### config.mk
export PLATFORM = sky130hd
export DESIGN_NAME = mem_access
export DESIGN_NICKNAME = d
export VERILOG_FILES = /design/src/rtl/mem_access.sv
export SDC_FILE = /design/constraint.sdc
export NUM_CORES = 1
export LEC_CHECK = 0
export CAP_MARGIN = 25
export CORE_MARGIN = 1.5
export CORE_UTILIZATION = 41
export CTS_CLUSTER_DIAMETER = 40
export CTS_CLUSTER_SIZE = 24
export DETAILED_ROUTE_END_ITERATION = 16
export PLACE_DENSITY = 0.88
export SYNTH_ARGS = -nofsm -noshare
export SYNTH_HDL_FRONTEND = slang
export SYNTH_SLANG_ARGS = --single-unit
### constraint.sdc
create_clock -name CLK -period 2.8 [get_ports CLK]
set_input_delay 0.56 -clock CLK [delete_from_list [all_inputs] [get_ports CLK]]
set_output_delay 0.56 -clock CLK [all_outputs]
set_load 0.01 [all_outputs]
### src/rtl/mem_access.sv
// mem_access -- memory-access stage that sits directly after execute.
//
// Takes load/store requests from execute and runs them one at a time on a
// single-outstanding req/ack data bus, holding the pipeline with STALL until
// the transaction completes. Load data is lane-aligned, sign- or
// zero-extended, and presented for exactly one cycle on the REG_W_* port.
//
// Handshakes:
//   Upstream: a request is taken in IDLE on any cycle where MEM_R_VALID or
//     MEM_W_VALID is high. STALL is the "not ready" signal. It is high in that
//     IDLE cycle and throughout WRITE/READ, and low in DONE. Request inputs
//     are only looked at in IDLE.
//   Bus: BUS_REQ with its registered BUS_WE/BUS_ADDR/BUS_STRB/BUS_WDATA is the
//     "valid" side and stays stable until BUS_ACK is sampled high. BUS_ACK is
//     the "ready" side and BUS_RDATA is valid in the same cycle. BUS_ACK is
//     ignored while BUS_REQ is low. All bus fields are 0 whenever BUS_REQ=0.
//
// Optional feature (compile-time macro MEM_ACCESS_TIMEOUT_EN):
//   A wait counter aborts a bus transaction after TIMEOUT_CYCLES cycles
//   without an ack. The abort pulses ERR for one cycle, drops BUS_REQ,
//   discards any pending read and writes back rd=0/data=0. Without the
//   macro the block waits for ack indefinitely and ERR stays 0.
//
// Parameters:
//   TIMEOUT_CYCLES  bus-ack wait limit in cycles (timeout build only)
//
// Ports:
//   CLK, RST                      clock, asynchronous active-low reset
//   MEM_R_VALID/RD/ADDR/STRB/SIGNED  load request from execute
//   MEM_W_VALID/ADDR/STRB/DATA       store request from execute (lane-shifted)
//   STALL                         combinational pipeline hold
//   REG_W_RD, REG_W_DATA          one-cycle load writeback (0 when idle)
//   BUS_REQ/WE/ADDR/STRB/WDATA    registered bus request
//   BUS_ACK, BUS_RDATA            bus completion and read data
//   ERR                           one-cycle timeout pulse
//   DBG_STATE                     current FSM state (IDLE=0 WRITE=1 READ=2 DONE=3)

module mem_access #(
  parameter int TIMEOUT_CYCLES = 255
) (
  input  logic        CLK,
  input  logic        RST,
  input  logic        MEM_R_VALID,
  input  logic [4:0]  MEM_R_RD,
  input  logic [31:0] MEM_R_ADDR,
  input  logic [3:0]  MEM_R_STRB,
  input  logic        MEM_R_SIGNED,
  input  logic        MEM_W_VALID,
  input  logic [31:0] MEM_W_ADDR,
  input  logic [3:0]  MEM_W_STRB,
  input  logic [31:0] MEM_W_DATA,
  output logic        STALL,
  output logic [4:0]  REG_W_RD,
  output logic [31:0] REG_W_DATA,
  output logic        BUS_REQ,
  output logic        BUS_WE,
  output logic [31:0] BUS_ADDR,
  output logic [3:0]  BUS_STRB,
  output logic [31:0] BUS_WDATA,
  input  logic        BUS_ACK,
  input  logic [31:0] BUS_RDATA,
  output logic        ERR,
  output logic [1:0]  DBG_STATE
);

  typedef enum logic [1:0] {
    IDLE  = 2'd0,
    WRITE = 2'd1,
    READ  = 2'd2,
    DONE  = 2'd3
  } state_t;

  state_t state, state_next;

  // Latched load request; needed after the write when R and W arrive together.
  logic        pend_r,   pend_r_next;
  logic [4:0]  r_rd,     r_rd_next;
  logic [31:0] r_addr,   r_addr_next;
  logic [3:0]  r_strb,   r_strb_next;
  logic        r_signed, r_signed_next;

  logic        bus_req_next;
  logic        bus_we_next;
  logic [31:0] bus_addr_next;
  logic [3:0]  bus_strb_next;
  logic [31:0] bus_wdata_next;

  logic [4:0]  reg_w_rd_next;
  logic [31:0] reg_w_data_next;
  logic        err_next;

  logic        timeout_hit;
  logic [31:0] load_result;

  // Align the addressed lane down to bit 0 and extend it to 32 bits.
  // The lowest set strobe bit gives the byte offset, the strobe popcount
  // gives the access width.
  function automatic logic [31:0] load_extend(input logic [31:0] rdata,
                                              input logic [3:0]  strb,
                                              input logic        sgn);
    logic [1:0]  off;
    logic [31:0] lane;
    logic [2:0]  width;
    logic [31:0] result;
    if (strb[0])      off = 2'd0;
    else if (strb[1]) off = 2'd1;
    else if (strb[2]) off = 2'd2;
    else if (strb[3]) off = 2'd3;
    else              off = 2'd0;
    lane  = rdata >> {off, 3'b000};
    width = 3'($countones(strb));
    case (width)
      3'd1:    result = {{24{sgn & lane[7]}}, lane[7:0]};
      3'd2:    result = {{16{sgn & lane[15]}}, lane[15:0]};
      default: result = lane;
    endcase
    return result;
  endfunction

  assign load_result = load_extend(BUS_RDATA, r_strb, r_signed);

  assign STALL = ((state == IDLE) && (MEM_R_VALID || MEM_W_VALID)) ||
                 (state == WRITE) || (state == READ);

  assign DBG_STATE = state;

`ifdef MEM_ACCESS_TIMEOUT_EN
  localparam int CNT_W = ($clog2(TIMEOUT_CYCLES + 1) < 8) ? 8 : $clog2(TIMEOUT_CYCLES + 1);

  logic [CNT_W-1:0] wait_cnt;
  logic             in_bus_state;

  assign in_bus_state = (state == WRITE) || (state == READ);

  // wait_cnt is 0 in the first cycle of a bus state, so the last cycle
  // allowed without an ack is the one where it reads TIMEOUT_CYCLES-1.
  assign timeout_hit = in_bus_state && (wait_cnt == CNT_W'(TIMEOUT_CYCLES - 1));

  always_ff @(posedge CLK or negedge RST) begin
    if (!RST) begin
      wait_cnt <= '0;
    end else if (state_next != state) begin
      wait_cnt <= '0;
    end else if (in_bus_state) begin
      wait_cnt <= wait_cnt + CNT_W'(1);
    end
  end
`else
  logic unused_timeout;

  assign timeout_hit    = 1'b0;
  assign unused_timeout = |TIMEOUT_CYCLES;
`endif

  always_comb begin
    state_next      = state;
    pend_r_next     = pend_r;
    r_rd_next       = r_rd;
    r_addr_next     = r_addr;
    r_strb_next     = r_strb;
    r_signed_next   = r_signed;
    bus_req_next    = BUS_REQ;
    bus_we_next     = BUS_WE;
    bus_addr_next   = BUS_ADDR;
    bus_strb_next   = BUS_STRB;
    bus_wdata_next  = BUS_WDATA;
    reg_w_rd_next   = 5'd0;
    reg_w_data_next = 32'd0;
    err_next        = 1'b0;

    case (state)
      IDLE: begin
        if (MEM_W_VALID) begin
          state_next     = WRITE;
          bus_req_next   = 1'b1;
          bus_we_next    = 1'b1;
          bus_addr_next  = MEM_W_ADDR;
          bus_strb_next  = MEM_W_STRB;
          bus_wdata_next = MEM_W_DATA;
          if (MEM_R_VALID) begin
            pend_r_next   = 1'b1;
            r_rd_next     = MEM_R_RD;
            r_addr_next   = MEM_R_ADDR;
            r_strb_next   = MEM_R_STRB;
            r_signed_next = MEM_R_SIGNED;
          end
        end else if (MEM_R_VALID) begin
          state_next     = READ;
          r_rd_next      = MEM_R_RD;
          r_addr_next    = MEM_R_ADDR;
          r_strb_next    = MEM_R_STRB;
          r_signed_next  = MEM_R_SIGNED;
          bus_req_next   = 1'b1;
          bus_we_next    = 1'b0;
          bus_addr_next  = MEM_R_ADDR;
          bus_strb_next  = MEM_R_STRB;
          bus_wdata_next = 32'd0;
        end
      end

      WRITE: begin
        if (BUS_ACK) begin
          if (pend_r) begin
            // Chain straight into the read: BUS_REQ stays high across the
            // boundary and only the request fields change at the ack edge.
            state_next     = READ;
            pend_r_next    = 1'b0;
            bus_we_next    = 1'b0;
            bus_addr_next  = r_addr;
            bus_strb_next  = r_strb;
            bus_wdata_next = 32'd0;
          end else begin
            state_next     = DONE;
            bus_req_next   = 1'b0;
            bus_we_next    = 1'b0;
            bus_addr_next  = 32'd0;
            bus_strb_next  = 4'd0;
            bus_wdata_next = 32'd0;
          end
        end else if (timeout_hit) begin
          state_next     = DONE;
          pend_r_next    = 1'b0;
          err_next       = 1'b1;
          bus_req_next   = 1'b0;
          bus_we_next    = 1'b0;
          bus_addr_next  = 32'd0;
          bus_strb_next  = 4'd0;
          bus_wdata_next = 32'd0;
        end
      end

      READ: begin
        if (BUS_ACK) begin
          state_next      = DONE;
          reg_w_rd_next   = r_rd;
          reg_w_data_next = load_result;
          bus_req_next    = 1'b0;
          bus_we_next     = 1'b0;
          bus_addr_next   = 32'd0;
          bus_strb_next   = 4'd0;
          bus_wdata_next  = 32'd0;
        end else if (timeout_hit) begin
          // A timed-out load still occupies the DONE slot, with rd=0 so the
          // writeback is a no-op.
          state_next     = DONE;
          pend_r_next    = 1'b0;
          err_next       = 1'b1;
          bus_req_next   = 1'b0;
          bus_we_next    = 1'b0;
          bus_addr_next  = 32'd0;
          bus_strb_next  = 4'd0;
          bus_wdata_next = 32'd0;
        end
      end

      DONE: begin
        // Request inputs are deliberately ignored here; upstream sees
        // STALL=0 this cycle and presents its next request in IDLE.
        state_next = IDLE;
      end

      default: begin
        state_next = IDLE;
      end
    endcase
  end

  always_ff @(posedge CLK or negedge RST) begin
    if (!RST) begin
      state      <= IDLE;
      pend_r     <= 1'b0;
      r_rd       <= 5'd0;
      r_addr     <= 32'd0;
      r_strb     <= 4'd0;
      r_signed   <= 1'b0;
      BUS_REQ    <= 1'b0;
      BUS_WE     <= 1'b0;
      BUS_ADDR   <= 32'd0;
      BUS_STRB   <= 4'd0;
      BUS_WDATA  <= 32'd0;
      REG_W_RD   <= 5'd0;
      REG_W_DATA <= 32'd0;
      ERR        <= 1'b0;
    end else begin
      state      <= state_next;
      pend_r     <= pend_r_next;
      r_rd       <= r_rd_next;
      r_addr     <= r_addr_next;
      r_strb     <= r_strb_next;
      r_signed   <= r_signed_next;
      BUS_REQ    <= bus_req_next;
      BUS_WE     <= bus_we_next;
      BUS_ADDR   <= bus_addr_next;
      BUS_STRB   <= bus_strb_next;
      BUS_WDATA  <= bus_wdata_next;
      REG_W_RD   <= reg_w_rd_next;
      REG_W_DATA <= reg_w_data_next;
      ERR        <= err_next;
    end
  end

endmodule
==> metrics.md <==
| Metric | Value |
|---|---|
| EDFF count, synth | 0 |
| Worst hold-check path type | in2async |
| GRT Residual Overflow | 0 |
| Ports | 258 |
| Largest net degree at the start of global routing | 84 |
| Pre-antenna DRT Iters | 6 |
| Layout cells sized above 1 | about 12% |
| Antenna diodes | 0 |
| Final Core Density | 62.5% |
| Dominant delay contributor by cell family on the critical path | adder cells |
| Synthesized Nets | 812 |
| Status | finished, final reports clean |
| Post-CTS Repair Setup Buffers | 0 |
| Area after DPL | about 10000 µm² |
| Ys Warns | 0 |
| Commonest non-fill, non-tap cell in the layout | clkdlybuf4s50_1 |
| Syn avg cell area | between 10 and 15 µm² |
| Worst path max stage delay | between 0.5 and 0.6 ns |
| Die Wd | 135 µm |
| Iteration-0 DRC count of the detailed router | between 300 and 400 |
| Routed WL | a little over 20000 µm |
| Slew Limit Fails | 0 |
| GPL Wtd Cong | a little over 0.9 |
| VDD IR max | 1070 µV |
| Yosys cell types | 46 |
| Synthesized instance count | about 660 |
| Vias in the first global route | between 6000 and 7000 |
| Crit path time final | around 2.7 ns |
| TNS Setup | 0 ns |
| Synth Area in Simple Gates | 9.35% |
| Routed wire per std cell | around 18 µm |
| Die ar. | ~18000 µm² |
| Ys async rst share | between 90% and 100% |
| GRT Total Usage | between 20 and 25% |
| First-pass GRT wire length | around 32000 µm |
| Crit path buffers/inverters | 3 |
| Crit path kind | reg2reg |
| Initial Util | a little over two fifths |
| Sequential fraction of the synthesis area | a little over half |
| Final worst path period share | 96.2% |
| Root Driver | clkbuf_16 |
| Std cell rows | 47 |
| Adder-Cell Fraction of Synth Area | under 10% |
| NumNets Final | between 1000 and 1500 |
| Vias | 6145 |
| Max-cap violations | 0 |
| RSZ-0062 raised after global routing | no |
| Worst Tran Pin Value | 0.666 ns |
| Final ANT Viol Nets | 0 |
| Drt via density | 5.43 |
| Post-cts resize count | 0 |
| CP most frequent cell | inv_1 |
| Synth Cell Area | 7090 µm² |
| CORE AREA | 16800 µm² |
| Multiplexer share of the synthesized area | 11.9% |
| Vert. Die Dim | about 130 µm |
| IO Port Bufs | about 260 |
| Final non-filler cell total | about 1100 |
| Worst reg-to-reg path cell count | 9 |
| Crit path depth | 9 |
| CP cell instances | inv_2, fa_1, inv_1, ha_2, ha_4, or3b_2, inv_1, o211ai_1, a31oi_1 |
| Area grow syn2layout | 47.6% |
| P_leak | 0.00452 µW |
| Main synth FF type | dfrtp_1 |
| Residual DRC | 0 |
| CTS max path bufs | 2 |
| Clk sink count | about 150 |
| Max Clk Rate | approximately 0.37 GHz |
| DPL Wire Length | 14600 µm |
| Final hold violation count | 0 |
| Hold WS | between 0.05 and 0.06 ns |
| Post-synthesis compound-gate area fraction | roughly a fifth |
| Most frequent cells in the layout | clkdlybuf4s50_1, dfrtp_1, a21oi_1 |
| CTS clk-pin slew, worst paths | around 0.06 ns |
| Largest family of logic cells by synthesized area | compound AO/OA/AOI/OAI gates |
| Worst setup EP type | flop |
| Slew HR | a little under three fifths |
| H-tree depth | 4 |
| Final Cell Area | around 10000 µm² |
| Cell Pwr Density | around 1300 nW/µm² |
| Final setup fails | 0 |
| CTS buffer count | 17 |
| Synth Area in XOR/XNOR | less than 1% |
| CTS tree | built |
| Hold-fix buffers, CTS | 0 |
| Crit path DAT | between 3 and 4 ns |
| Cells after DPL | approximately 1100 |
| Fin Clk Skew | 0.00681 ns |
| Crit-path slowest cell | or3b_2 |
| Req. time, crit path | 3.12 ns |
| Crit start category | flop |
| Initial antenna violation count | 0 |
| Seq cells post-synth | between 150 and 200 |
| CP max FO | 10 |
| Clock Latency Late Sink | 0.42 ns |
## cell families (layout without fill, tap and decap cells)
| logic type | after synthesis | after routing |
|---|---|---|
| AND/OR/NAND/NOR | 147 | 147 |
| XOR/XNOR | 1 | 1 |
| flip-flops | 152 | 152 |
| other | 1 | 1 |
| AO/OA/AOI/OAI | 203 | 203 |
| buffers and inverters | 68 | 321 |
| multiplexers | 79 | 79 |
| adder cells (fa/ha/maj) | 7 | 7 |
## layout make-up
| cell class | instances | area, µm² |
|---|---|---|
| multi-input combinational | 438 | 3010 |
| clock buffer | 19 | 433 |
| inverter | 14 | 52.6 |
| tap | 220 | 275 |
| clock inverter | 11 | 150 |
| sequential | 152 | 3800 |
| fill | 1403 | 6290 |
| timing repair buffer | 277 | 2740 |
## power breakdown
group | internal, µW | switching (µW) | leakage (µW)
logic | 3280 | 3900 | 0.00231
clock network | 1400 | 900 | 0.000280
registers | 3180 | 530 | 0.00193
## layer usage
layer	part of all wire (%)	global-route usage, %
met5	0	0
met4	1.9	7.47
met3	9.2	6.57
met2	50	39.6
met1	39	27.4
## synth_stat cells, types with 14 or more instances
library cell	number	area share, %
dfrtp_1	152	54
a21oi_1	82	5.8
nor2_1	78	4.1
mux2_2	43	6.8
mux2i_1	36	5.1
a22o_1	32	4.0
clkbuf_1	30	1.6
nand2_1	25	1.3
a21boi_0	17	1.8
a31oi_1	17	1.5
o21ai_0	15	1.1
inv_1	14	0.74
## flip-flops by register name, indices dropped and copies added, names as in the netlist
signal / cells
BUS_ADDR: 32
BUS_WDATA: 32
REG_W_DATA: 32
r_addr: 32
REG_W_RD: 5
r_rd: 5
BUS_STRB: 4
r_strb: 4
DBG_STATE: 2
BUS_REQ: 1
BUS_WE: 1
pend_r: 1
r_signed: 1
## stage by stage
step                power (µW)  worst slack, ns
floorplan                 8140           0.0190
detailed placement       10900            0.169
CTS                      13200            0.158
finish                   13200            0.106
global route             14100          0.00773
global placement         10600            0.314
## path summary, 6_finish.rpt
check / start / to / slack [ns]
setup / recovery: r_strb[0]$_DFFE_PN0P_ / REG_W_DATA[13]$_DFF_PN0_ / 0.11
max in group asynchronous: RST / BUS_ADDR[23]$_DFFE_PN0P_ / 1.96
min in group CLK: BUS_WE$_DFFE_PN0P_ / BUS_WE$_DFFE_PN0P_ / 0.48
hold / removal: RST / BUS_WDATA[4]$_DFFE_PN0P_ / 0.05
hold reg to reg: BUS_WE$_DFFE_PN0P_ / BUS_WE$_DFFE_PN0P_ / 0.48
setup reg to reg: r_strb[0]$_DFFE_PN0P_ / REG_W_DATA[13]$_DFF_PN0_ / 0.11
## worst reg2reg max path: stages, from the launching register on
cell	delay, ns
dfrtp_1	0.37
inv_2	0.06
fa_1	0.54
inv_1	0.05
ha_2	0.17
ha_4	0.22
or3b_2	0.59
inv_1	0.09
o211ai_1	0.26
a31oi_1	0.26
Note: power is estimated with default switching activity, not from simulation.
